`config.mk`:
```
export PLATFORM = sky130hd
export DESIGN_NAME = bram_req_adapter
export DESIGN_NICKNAME = d
export VERILOG_FILES = /design/src/rtl/bram_pkg.sv /design/src/rtl/bram_req_adapter_fifo.sv /design/src/rtl/bram_req_adapter.sv
export SDC_FILE = /design/constraint.sdc
export NUM_CORES = 1
export LEC_CHECK = 0
export ABC_AREA = 1
export BUFFER_PORTS_ARGS = -buffer_cell sky130_fd_sc_hd__buf_2
export CAP_MARGIN = 20
export CORE_MARGIN = 1.5
export CORE_UTILIZATION = 30
export DETAILED_ROUTE_END_ITERATION = 8
export PLACE_DENSITY_LB_ADDON = 0.2
export SLEW_MARGIN = 20
export SYNTH_ARGS = -nofsm -noshare
export SYNTH_HDL_FRONTEND = slang
export SYNTH_SLANG_ARGS = --single-unit
```
`constraint.sdc`:
```
create_clock -name clk -period 3.5 [get_ports clk]
set_input_delay 0.175 -clock clk [delete_from_list [all_inputs] [get_ports clk]]
set_output_delay 0.175 -clock clk [all_outputs]
set_load 0.03 [all_outputs]
```
`src/rtl/bram_pkg.sv`:
```
// Shared constants and helpers for the block-RAM request adapter.
// Optional range checking is enabled with BRAM_ADAPTER_RANGE_CHECK_EN.
package bram_pkg;

  localparam int RESP_DEPTH = 2;
  localparam int OCC_BITS   = $clog2(RESP_DEPTH + 1);

  function automatic logic occ_has_room(input logic [OCC_BITS-1:0] occ);
    return occ < OCC_BITS'(RESP_DEPTH);
  endfunction

endpackage

```
`src/rtl/bram_req_adapter_fifo.sv`:
```
// Two-entry response buffer that catches RAM read data when the consumer stalls.
// The caller guarantees that it never pops when empty and never pushes when full without also popping.
module resp_fifo2
  import bram_pkg::*;
#(
  parameter int width = 33
) (
  input  logic                clk,
  input  logic                rst_n,
  input  logic                push,
  input  logic                pop,
  input  logic [width-1:0]    din,
  output logic [width-1:0]    dout,
  output logic [OCC_BITS-1:0] count,
  output logic                empty
);

  logic [width-1:0] mem [RESP_DEPTH];
  logic             wr_ptr;
  logic             rd_ptr;

  always_ff @(posedge clk or negedge rst_n) begin
    if (!rst_n) begin
      wr_ptr <= 1'b0;
      rd_ptr <= 1'b0;
      count  <= '0;
      for (int i = 0; i < RESP_DEPTH; i++) mem[i] <= '0;
    end else begin
      if (push) begin
        mem[wr_ptr] <= din;
        wr_ptr      <= ~wr_ptr;
      end
      if (pop) rd_ptr <= ~rd_ptr;
      count <= count + OCC_BITS'(push) - OCC_BITS'(pop);
    end
  end

  assign dout  = mem[rd_ptr];
  assign empty = (count == '0);

endmodule

```
`src/rtl/bram_req_adapter.sv`:
```
// Valid/ready front-end for a 1-cycle-latency, read-first block RAM.
// Define BRAM_ADAPTER_RANGE_CHECK_EN to reject addresses at or above 'words'.
module bram_req_adapter
  import bram_pkg::*;
#(
  parameter  int abits  = 8,
  parameter  int dbytes = 4,
  parameter  int blen   = 8,
  parameter  int words  = 1 << abits,
  localparam int dbits  = dbytes * blen
) (
  input  logic              clk,
  input  logic              rst_n,
  input  logic              req_valid,
  output logic              req_ready,
  input  logic [abits-1:0]  req_addr,
  input  logic [dbytes-1:0] req_we,
  input  logic [dbits-1:0]  req_wdata,
  output logic              resp_valid,
  input  logic              resp_ready,
  output logic [dbits-1:0]  resp_rdata,
  output logic              resp_err,
  output logic [dbytes-1:0] ram_we,
  output logic [abits-1:0]  ram_addr,
  output logic [dbits-1:0]  ram_wdata,
  input  logic [dbits-1:0]  ram_rdata
);

  typedef struct packed {
    logic [dbits-1:0] rdata;
    logic             err;
  } resp_t;

  logic                alive;
  logic                inflight;
  logic                accept;
  logic                req_err;
  logic                push;
  logic                pop;
  logic                fifo_pop;
  logic                fifo_empty;
  logic [OCC_BITS-1:0] fifo_count;
  logic [OCC_BITS-1:0] occupancy;
  resp_t               bypass;
  resp_t               fifo_head;
  resp_t               head;

`ifdef BRAM_ADAPTER_RANGE_CHECK_EN
  localparam logic [abits:0] words_lim = (abits + 1)'(words);
  logic inflight_err;

  assign req_err = ({1'b0, req_addr} >= words_lim);

  always_ff @(posedge clk or negedge rst_n) begin
    if (!rst_n) inflight_err <= 1'b0;
    else        inflight_err <= accept && req_err;
  end

  // A rejected request still returns a response in order, just with zero data.
  assign bypass.rdata = inflight_err ? '0 : ram_rdata;
  assign bypass.err   = inflight_err;
`else
  logic unused_words;
  assign unused_words = (words > 0);
  assign req_err      = 1'b0;
  assign bypass.rdata = ram_rdata;
  assign bypass.err   = 1'b0;
`endif

  // alive keeps req_ready low until the first edge after reset release.
  always_ff @(posedge clk or negedge rst_n) begin
    if (!rst_n) begin
      alive    <= 1'b0;
      inflight <= 1'b0;
    end else begin
      alive    <= 1'b1;
      inflight <= accept;
    end
  end

  assign occupancy = OCC_BITS'(inflight) + fifo_count;
  assign req_ready = alive && occ_has_room(occupancy);
  assign accept    = req_valid && req_ready;

  assign ram_addr  = req_addr;
  assign ram_wdata = req_wdata;
  assign ram_we    = (accept && !req_err) ? req_we : '0;

  always_comb begin
    head = '0;
    if (!fifo_empty)   head = fifo_head;
    else if (inflight) head = bypass;
  end

  assign resp_valid = !fifo_empty || inflight;
  assign resp_rdata = head.rdata;
  assign resp_err   = head.err;

  // RAM data lasts one cycle, so an unconsumed in-flight response must be captured now.
  assign pop      = resp_valid && resp_ready;
  assign fifo_pop = pop && !fifo_empty;
  assign push     = inflight && !(fifo_empty && pop);

  resp_fifo2 #(
    .width($bits(resp_t))
  ) u_fifo (
    .clk  (clk),
    .rst_n(rst_n),
    .push (push),
    .pop  (fifo_pop),
    .din  (bypass),
    .dout (fifo_head),
    .count(fifo_count),
    .empty(fifo_empty)
  );

endmodule

```
Word level (Yosys, flattened, before mapping) --
Index checks and enable logic that the tools add are counted.
Cells by class: reductions and logical operators 11, muxes and demuxes 9, order comparisons 4, bitwise gates (word level) 4, add/sub/neg operators 3
Operators with widths (count):
- 2-to-1 mux 33 bit | 6
- bitwise mux 66 bit | 1
- demux 33 bit (select 1 bit) | 1
- logical AND 1 bit | 7
- >= comparator 2 bit (second input constant) | 2
- 2-to-1 mux 4 bit | 1
- inverter 1 -> 2 bit | 2
- adder 1 x 2 -> 2 bit | 1
- adder 2 x 1 -> 2 bit | 1
- zero test 1 bit | 2
- zero test 2 bit | 1
- less-than comparator 2 x 1 -> 1 bit (second input constant) | 1
- less-than comparator 2 bit (second input constant) | 1
- inverter 1 bit | 2
- subtractor 2 x 1 -> 2 bit | 1
- logical OR 1 bit | 1
Word-level totals: bits of input ports 80, flip-flop bits (word level) 72, word-level logic and storage cells 38, output and inout port bits 79

Logic depth before layout (Yosys ltp) --
Gate-level depths: netlist of the first run.
word-level depth 9, mapped depth 10, mapped depth without buffers 9

Hierarchy --
Synthesis of the first run repeated with hierarchy kept, for this count alone.
Second synthesis, totals: cells, all modules 548, area total of the unflattened synthesis 4204.0 µm²
By module, submodules not included:
- resp_fifo2 | sequential area each 1751.7 µm², cells each 374, area each 3234.4 µm², times used 1
- bram_req_adapter | sequential area each 50.0 µm², cells each 174, area each 969.7 µm², times used 1

Worst setup path before layout of the first run --
Ideal clock, no wire load.
kind register -> register, start register u_fifo.count[1], end register u_fifo.count[0], stages on the path, launching flop included 8, arrival 1.379 ns, path buffers 1, slack 2.002 ns, clock period less this slack 1.498 ns, library setup time 0.119 ns, required time 3.381 ns, cells stage by stage dfrtp_1 -> nor2_2 -> buf_4 -> nor2_1 -> ha_1 -> inv_1 -> nand3_1 -> and2_1
RTL lines:
- start, declared | RTL line bram_req_adapter_fifo.sv:14 | output logic [OCC_BITS-1:0] count,
- start signal, assigned | RTL line bram_req_adapter_fifo.sv:34 | count <= count + OCC_BITS'(push) - OCC_BITS'(pop);
- zero test 2 bit * | RTL line bram_req_adapter_fifo.sv:39 | assign empty = (count == '0);
- zero test 1 bit * | RTL line bram_req_adapter.sv:95, bram_req_adapter.sv:101
- logical OR 1 bit | RTL line bram_req_adapter.sv:95 | assign resp_valid = !fifo_empty || inflight;
- logical AND 1 bit | RTL line bram_req_adapter.sv:100 | assign pop = resp_valid && resp_ready;
- logical AND 1 bit * | RTL line bram_req_adapter.sv:101 | assign fifo_pop = pop && !fifo_empty;
- net fifo_pop | RTL line bram_req_adapter.sv:40 | logic fifo_pop;
- subtractor 2 x 1 -> 2 bit * | RTL line bram_req_adapter_fifo.sv:34
Mark *: on every way through the listed nets, which the timed path passes. The rest lies on a longest branch. A chain may end at the register's enable or synchronous reset.

Worst setup path after layout of the first run --
start register inflight, end output port resp_rdata[2]
On the way: cells in the longest elaborated chain, start to end 2
RTL lines:
- start, declared | RTL line bram_req_adapter.sv:35 | logic inflight;
- start signal, assigned | RTL line bram_req_adapter.sv:77 | inflight <= accept;
- 2-to-1 mux 33 bit | RTL line bram_req_adapter.sv:92 | else if (inflight) head = bypass;
- 2-to-1 mux 33 bit | RTL line bram_req_adapter.sv:91 | if (!fifo_empty) head = fifo_head;
- end, declared | RTL line bram_req_adapter.sv:21 | output logic [dbits-1:0] resp_rdata,
Every way passes these cells.

==> results_dict.tcl, run 1 <==
set metrics [dict create \
    synth_top_family_by_area "simple AND/OR/NAND/NOR gates" \
    synth-compound-area-share_pct 3.94 \
    initial_core_util_pct 30.7 \
    hold_buffers 0 \
    die_height_um 119 \
    crit_family "flip-flops" \
    synth_area_per_cell_um2 7.34 \
    ioPinCount 159 \
    drive_gt1_share_pct 18.0 \
    cp_num_buf_inv 2 \
    violations "hold timing" \
    cts_setup_buffers 0 \
    p_seq_share_pct 29.3 \
    max_stage_delay_ns 0.91 \
    cts.sinks 70 \
    yosys_register_bits 70 \
    area_growth_pct 10.9 \
    hold_viol 6 \
    totalNegativeSetupSlack_ns 0 \
    vias 3636 \
    fin_area_um2 4510 \
    critPathArrivalTime_ns 2.18 \
    drt-pass1-iter-count 5 \
    finalSetupViolCount 0 \
    required_ns 3.32 \
    p_leak_nw 2.40 \
    max-cap-violations 0 \
    finalMaxSlewViolations 0 \
    hold-worst-slack_ns -0.0303 \
    grt_pass1_wl_mm 18.1 \
    cts_buffers 9 \
    clk_pin_slew_ns 0.06 \
    finalCriticalPeriod_ns 2.35 \
    hold_class "in2async" \
    yosysTopAreaCellShare_pct 43.1 \
    clkPwrFrac_pct 20.0 \
    worst_pin_slew_ns 1.03 \
    cts_root_buffer "clkbuf_16" \
    n_antenna_cell 0 \
    placed_area_um2 4190 \
    p_switching_mw 2.34 \
    coreArea_um2 13200 \
    synth-seq-area-share_pct 43.1 \
    clock_tree.buffer_depth 2 \
    synthXorXnorAreaFrac_pct 0.216 \
    utilization_pct 34.0 \
    p_sw_share_pct 48.4 \
    viasPerCell 4.89 \
    synth_top_cells_by_area "dfrtp_1 (43%), nand2_1 (16%), nand4_1 (10%)" \
    drc 0 \
    p_int_mw 2.49 \
    skew_ns 0.00471 \
    die_area_um2 14300 \
    ff_latch_area_um2 1760 \
    antenna_found_initial 1 \
    h-tree-depth 3 \
    cp_max_fo 70 \
    crit_path_cell_trace "buf_4 -> nand3_1 -> nand2_1 -> buf_2" \
    cellPowerDensity_nw_per_um2 1070 \
    dr.max_layer_used "met5" \
    grt_pass1_vias 3522 \
    fmax_mhz 425 \
    track_usage_pct 15.8 \
    syn_area_um2 4060 \
    overflow 0 \
    cts-resized-gates 0 \
    clk-insertion-delay-late_ns 0.32 \
    combinationalPowerShare_pct 50.7 \
    wl_met1_mm 5.03 \
    drt_iter0_markers 272 \
    cts_tree "done" \
    synth_nets 635 \
    routed_wl_mm 10.7 \
    synth-simple-area-share_pct 37.7 \
    path_class "reg2out" \
    fillCellCount 1459 \
    grt_max_degree 71 \
    place_congestion 0.743 \
    ys_types 19 \
    worstSetupStartpointType "register" \
    final_nets 643 \
    cpMaxStageDelayCell "dfrtp_4" \
    status "complete, but fails checks" \
    grt_setup_unrepaired "no" \
    finalCritPeriodShare_pct 67.2 \
    ys_warn_count 0 \
    hpwlAfterDp_mm 6.34 \
    ir_drop_mv 0.425 \
    multiInputGateArea_um2 1730 \
    synthMuxAreaShare_pct 0 \
    synth_adder_area_share_pct 0.308 \
    yosys.area.top_type "dfrtp_1" \
    wl_per_cell_um 14.5 \
    route.met2.wl_mm 4.94 \
    die_width_um 119 \
    cp-end-kind "output port" \
    synth_cells 554 \
    wl_met3_um 686 \
    fp-row-count 42 \
    io_buffers 77 \
    slew_headroom_pct 31.5 \
    antenna_left 0 \
]
==> kinds of logic after synthesis <==
logic type,after synthesis
xor gates and xnor gates,1
and+or+nand+nor,347
other,2
buffers and inverters,101
AOI/OAI and AO/OA,32
DFF,70
adders and majority gates,1
==> metrics by stage <==
| step | setup slack [ns] | hold slack [ns] | total power [mW] | cells |
|---|---|---|---|---|
| after global routing | 1.01 | 0.0679 | 5.26 | 743 |
| after global placement | 1.36 | 0.350 | 3.88 | 727 |
| after floorplan | 2.00 | -0.121 | 3.31 | 554 |
| final | 1.15 | -0.0303 | 4.83 | 743 |
| after detailed placement | 1.34 | 0.350 | 3.91 | 727 |
| after CTS | 1.17 | 0.0364 | 4.90 | 743 |
==> cell usage after synthesis <==
cell	number
o21ai_0	32
nand2_1	172
nand3_2	2
nand2_2	1
and2_1	1
buf_6	1
ha_1	1
clkbuf_1	6
xor2_1	1
nand4_1	66
dfrtp_1	70
nor2_1	69
buf_2	35
conb_1	2
nand3_1	35
inv_1	15
nor2_2	1
buf_4	43
buf_1	1
==> worst paths after layout <==
check / from / endpoint / slack [ns] / cells after the start
setup reg to reg: inflight$_DFF_PN0_ / u_fifo.mem[24]$_DFFE_PN0P_ / 1.33 / 3
min in group clk: ram_rdata[7] / u_fifo.mem[41]$_DFFE_PN0P_ / 0.14 / 3
hold reg to reg: u_fifo.mem[11]$_DFFE_PN0P_ / u_fifo.mem[11]$_DFFE_PN0P_ / 0.46 / 2
max in group asynchronous: rst_n / inflight$_DFF_PN0_ / 2.85 / 1
setup / recovery: inflight$_DFF_PN0_ / resp_rdata[2] / 1.15 / 4
hold / removal: rst_n / u_fifo.mem[25]$_DFFE_PN0P_ / -0.03 / 1
==> power groups by stage <==
stage	sequential [mW]	clock [mW]	combinational [mW]
2_1_floorplan	1.32	0	2.00
3_3_place_gp	1.41	0	2.47
3_5_place_dp	1.42	0	2.49
4_1_cts	1.41	0.997	2.49
5_1_grt	1.47	1.03	2.76
6_report	1.42	0.965	2.45
==> area by class of cell <==
cell class / instances / area share, %
well taps: 176 / 4.89
clock buffers: 12 / 5.47
clock inverters: 4 / 1.55
inverters: 15 / 1.25
multi-input cells: 383 / 38.3
repair buffers: 83 / 9.61
flip-flops and latches: 70 / 39.0
==> state kept, by name, summed over array words and instances, names as in the netlist <==
name and flops:
alive 1, u_fifo.count 2, inflight 1, u_fifo.rd_ptr 1, u_fifo.wr_ptr 1, u_fifo.mem 64
==> cell usage in the layout, fill, tap and decap left out <==
cell	n
and2_1	1
dfrtp_1	69
nand3_2	2
clkbuf_16	9
clkbuf_1	2
clkbuf_8	1
conb_1	2
buf_4	7
nor2_4	1
o21ai_0	32
clkinv_2	2
dfrtp_4	1
xor2_1	1
buf_2	76
nand3_1	35
nand4_1	66
nor2_1	69
nand2_1	172
ha_1	1
inv_1	15
nand2_2	1
bufinv_16	2
==> per-layer routing <==
metal  global-route usage [%]  up-vias
met1                     21.6     1720
met5                        0        -
met2                     25.4      112
met3                     3.45       10
li1                         -     1792
met4                     4.32        2
(Power assumes the default switching activity.)
==> run 2: changes to the inputs <==
==> constraint.sdc (replaced) <==
create_clock -name clk -period 2.2 [get_ports clk]
set_input_delay 0.11 -clock clk [delete_from_list [all_inputs] [get_ports clk]]
set_output_delay 0.11 -clock clk [all_outputs]
set_load 0.03 [all_outputs]
==> results_dict.tcl, run 2 (synthesis results as in run 1) <==
set metrics [dict create \
    status "complete, no violations" \
    drt_iter0_markers 261 \
    wl_per_cell_um 14.5 \
    final_nets 656 \
    finalSetupViolCount 0 \
    p_sw_share_pct 48.1 \
    layout.cells.non_filler 756 \
    coreArea_um2 13200 \
    cts_root_buffer "clkbuf_16" \
    fmax_mhz 514 \
    path_class "reg2out" \
    worst_pin_slew_ns 0.658 \
    viasPerCell 4.90 \
    ioPinCount 159 \
    worstSetupStartpointType "register" \
    fin_area_um2 4620 \
    die_width_um 119 \
    hold_viol 0 \
    h-tree-depth 3 \
    finalMaxSlewViolations 0 \
    p_int_mw 4.08 \
    io_buffers 77 \
    antenna_left 0 \
    cts.sinks 70 \
    largestRegisters "u_fifo.mem (64), u_fifo.count (2)" \
    clk_pin_slew_ns 0.06 \
    grt_max_degree 51 \
    cts_setup_buffers 0 \
    track_usage_pct 16.1 \
    largest_register "u_fifo.mem" \
    clk-insertion-delay-late_ns 0.33 \
    largest_reg_flops 64 \
    drc 0 \
    cp_max_fo 36 \
    p_switching_mw 3.78 \
    dp_cells 739 \
    r2r_cells 6 \
    hold_depth 3 \
    routed_wl_mm 11.0 \
    slew_headroom_pct 56.2 \
    clkPwrFrac_pct 20.5 \
    die_area_um2 14300 \
    max-cap-violations 0 \
    die_height_um 119 \
    required_ns 2.09 \
    skew_ns 0.00811 \
    cts_tree "done" \
    final_common_cell "nand2_1" \
    fp-row-count 42 \
    r2r-start "u_fifo.count[1]$_DFF_PN0_" \
    drive_gt1_share_pct 20.0 \
    clock_tree.buffer_depth 2 \
    hold-worst-slack_ns 0.0635 \
    initial_core_util_pct 30.7 \
    vias 3701 \
    p_seq_share_pct 28.0 \
    r2r_end "u_fifo.mem[18]$_DFFE_PN0P_" \
    power_mw 7.85 \
    grt_pass1_vias 3516 \
    antenna_found_initial 0 \
    finalCritPeriodShare_pct 88.5 \
    min_from "ram_rdata[2]" \
    cellPowerDensity_nw_per_um2 1700 \
    cts_buffers 9 \
    critPathArrivalTime_ns 1.84 \
    layout_common_cells "nand2_1 (172), buf_2 (76), nor2_1 (69), dfrtp_1 (69), nand4_1 (66)" \
    ir_drop_mv 0.781 \
    p_leak_nw 2.46 \
    drt-pass1-iter-count 4 \
    hold_class "in2reg" \
    area_growth_pct 13.8 \
    reg2reg_slack_ns 0.50 \
    cp-end-kind "output port" \
    hpwlAfterDp_mm 6.89 \
    n_antenna_cell 0 \
    whs_endpoint "u_fifo.mem[36]$_DFFE_PN0P_" \
    grt_pass1_wl_mm 18.3 \
    totalNegativeSetupSlack_ns 0 \
    overflow 0 \
    placed_area_um2 4280 \
    place_congestion 0.748 \
    finalCriticalPeriod_ns 1.95 \
    combinationalPowerShare_pct 51.5 \
    grt_setup_unrepaired "no" \
]
## run 2: changes by cell type in the layout (fill, tap and decap cells not counted), sizes merged
cell,delta
buf,+12
clkbuf,-1
clkinvlp,+1
dlygate4sd3,+1
## run 2: metal layers
layer / up-vias / GRT usage (%) / share of wire [%]
met4: 0 / 4.76 / 0.74
met2: 92 / 25.1 / 46
met3: 9 / 3.35 / 5.1
met1: 1785 / 22.5 / 48
met5: - / 0 / 0
li1: 1815 / - / -
## run 2: through the flow
step	setup slack (ns)	util (%)
6_report	0.254	34.9
4_1_cts	0.220	34.9
3_5_place_dp	0.496	32.3
3_3_place_gp	0.561	32.3
2_1_floorplan	0.702	-
5_1_grt	0.112	34.9
## run 2: area by class of cell
| cell class | count | area (um2) |
|---|---|---|
| fill | 1458 | 8620 |
| tap | 176 | 220 |
| sequential | 70 | 1760 |
| inverter | 15 | 56.3 |
| clock buffer | 11 | 253 |
| timing repair buffer | 96 | 533 |
| clock inverter | 5 | 81.3 |
| multi-input combinational | 383 | 1730 |
## run 2: worst max-delay path, cell delays in order (launching register included)
cell     delay (ns)
dfrtp_4        0.67
buf_4          0.41
nand3_1        0.12
nand2_1        0.09
buf_2          0.19
## run 2: how the worst max path moves through the flow
stage	start	to	slack [ns]	depth (start not counted)
5_1_grt	inflight$_DFF_PN0_	resp_rdata[30]	0.11	4
3_3_place_gp	u_fifo.count[1]$_DFF_PN0_	u_fifo.mem[55]$_DFFE_PN0P_	0.56	6
2_1_floorplan	u_fifo.count[1]$_DFF_PN0_	u_fifo.count[0]$_DFF_PN0_	0.70	7
4_1_cts	inflight$_DFF_PN0_	resp_rdata[31]	0.22	4
6_report	inflight$_DFF_PN0_	resp_rdata[25]	0.25	4
3_5_place_dp	u_fifo.count[1]$_DFF_PN0_	u_fifo.mem[55]$_DFFE_PN0P_	0.50	6
## run 2: what timing repair did
action | 4_1_cts | 5_1_grt
gates resized for setup | 0 | 0
hold buffers | 1 | 0
hold endpoints to repair | 48 | 0
## run 2: power by group through the flow
stage	logic (mW)	clock network, mW	registers (mW)
global route	4.52	1.71	2.27
global placement	4.07	0	2.20
CTS	4.11	1.64	2.19
detailed placement	4.10	0	2.21
floorplan	3.18	0	2.09
finish	4.05	1.61	2.20
==> run 3: changes to the inputs <==
--- a/config.mk
+++ b/config.mk
@@ -10,8 +10,9 @@
 export CAP_MARGIN = 20
 export CORE_MARGIN = 1.5
 export CORE_UTILIZATION = 30
+export CTS_CLUSTER_DIAMETER = 40
 export DETAILED_ROUTE_END_ITERATION = 8
-export PLACE_DENSITY_LB_ADDON = 0.2
+export PLACE_DENSITY = 0.55
 export SLEW_MARGIN = 20
 export SYNTH_ARGS = -nofsm -noshare
 export SYNTH_HDL_FRONTEND = slang
==> results_dict.tcl, run 3 (synthesis results as in run 1) <==
set metrics [dict create \
    initial_core_util_pct 30.7 \
    placed_area_um2 4270 \
    antenna_found_initial 0 \
    max-cap-violations 0 \
    hold_buffers 1 \
    status "complete, no violations" \
    cellPowerDensity_nw_per_um2 1660 \
    required_ns 2.09 \
    finalCriticalPeriod_ns 1.95 \
    utilization_pct 34.4 \
    drt_iter0_markers 258 \
    die_width_um 119 \
    fmax_mhz 513 \
    hold_class "in2reg" \
    io_buffers 77 \
    skew_ns 0.00709 \
    ir_drop_mv 0.672 \
    clk-insertion-delay-late_ns 0.33 \
    die_height_um 119 \
    wl_per_cell_um 14.0 \
    h-tree-depth 3 \
    cts-resized-gates 0 \
    critPathArrivalTime_ns 1.84 \
    cts.sinks 70 \
    drt-pass1-iter-count 5 \
    die_area_um2 14300 \
    final_common_cell "nand2_1" \
    area_growth_pct 12.2 \
    layout_common_cells "nand2_1 (172), buf_2 (76), nor2_1 (69), dfrtp_1 (69), nand4_1 (66)" \
    cts_tree "done" \
    finalCritPeriodShare_pct 88.6 \
    vias 3626 \
    ioPinCount 159 \
    antenna_left 0 \
    cts_buffers 9 \
    drc 0 \
    finalSetupViolCount 0 \
    grt_pass1_wl_mm 17.5 \
    hold_viol 0 \
    cts_root_buffer "clkbuf_16" \
    worstSetupStartpointType "register" \
    cp-end-kind "output port" \
    track_usage_pct 15.3 \
    path_class "reg2out" \
    grt_max_degree 71 \
    p_leak_nw 2.44 \
    totalNegativeSetupSlack_ns 0 \
    routed_wl_mm 10.6 \
    clock_tree.buffer_depth 2 \
    finalMaxSlewViolations 0 \
    grt_pass1_vias 3564 \
    largestRegisters "u_fifo.mem (64), u_fifo.count (2)" \
    fin_area_um2 4560 \
    final_nets 655 \
    largest_reg_flops 64 \
    cp_max_fo 20 \
    place_congestion 0.828 \
    worst_pin_slew_ns 0.915 \
    n_antenna_cell 0 \
    viasPerCell 4.81 \
    coreArea_um2 13200 \
    largest_register "u_fifo.mem" \
    fp-row-count 42 \
    cts_setup_buffers 0 \
    slew_headroom_pct 39.0 \
    clk_pin_slew_ns 0.06 \
    overflow 0 \
    grt_setup_unrepaired "no" \
    drive_gt1_share_pct 19.7 \
    hpwlAfterDp_mm 6.88 \
]
## run 3: cell types whose count changed in the layout (fill, tap and decap cells not counted)
cell	before	now
buf_4	19	18
clkinv_4	1	0
clkinv_2	1	3
bufinv_16	2	0
## run 3: metrics by stage
| step | total power, mW | std cells | worst slack [ns] | hold WS [ns] |
|---|---|---|---|---|
| after floorplan | 5.27 | 554 | 0.702 | -0.186 |
| after global routing | 8.21 | 754 | 0.0920 | 0.0664 |
| after global placement | 6.23 | 738 | 0.590 | 0.220 |
| after detailed placement | 6.29 | 738 | 0.516 | 0.220 |
| after CTS | 7.66 | 754 | 0.231 | 0.0503 |
| final | 7.58 | 754 | 0.251 | 0.0630 |
## run 3: metal layers
metal | vias up | wire [um] | track usage [%]
met1 | 1729 | 4860 | 19.5
met2 | 73 | 5080 | 25.2
met5 | - | 0 | 0
met4 | 0 | 133 | 4.91
met3 | 17 | 492 | 4.07
li1 | 1807 | - | -
## run 3: power breakdown
part / internal, mW / switching, mW
clock: 0.812 / 0.537
combinational: 1.17 / 2.84
sequential: 1.86 / 0.362
total: 3.84 / 3.74
## run 3: cell type report
class,instances,area (um2)
fill,1448,8680
multi-input combinational,383,1730
sequential,70,1760
timing repair buffer,95,526
clock inverter,4,22.5
inverter,15,56.3
tap,176,220
clock buffer,11,253
## run 3: worst max-delay path, cell delays in order, from the launching register on
cell and delay, ns:
dfrtp_1 0.43, nor2_4 0.16, buf_4 0.23, buf_4 0.27, nor2_1 0.09, o21ai_0 0.09, nand2_1 0.07, buf_2 0.18
## run 3: path summary, 6_finish.rpt
check | slack [ns] | endpoint | from | cells past startpoint
min | 0.06 | u_fifo.mem[15]$_DFFE_PN0P_ | ram_rdata[14] | 3
min reg2reg | 0.47 | u_fifo.mem[7]$_DFFE_PN0P_ | u_fifo.mem[7]$_DFFE_PN0P_ | 2
min in group asynchronous | 0.47 | u_fifo.mem[38]$_DFFE_PN0P_ | rst_n | 2
max | 0.25 | resp_rdata[16] | u_fifo.count[1]$_DFF_PN0_ | 7
max reg2reg | 0.51 | u_fifo.count[0]$_DFF_PN0_ | u_fifo.count[1]$_DFF_PN0_ | 7
max in group asynchronous | 1.05 | inflight$_DFF_PN0_ | rst_n | 2
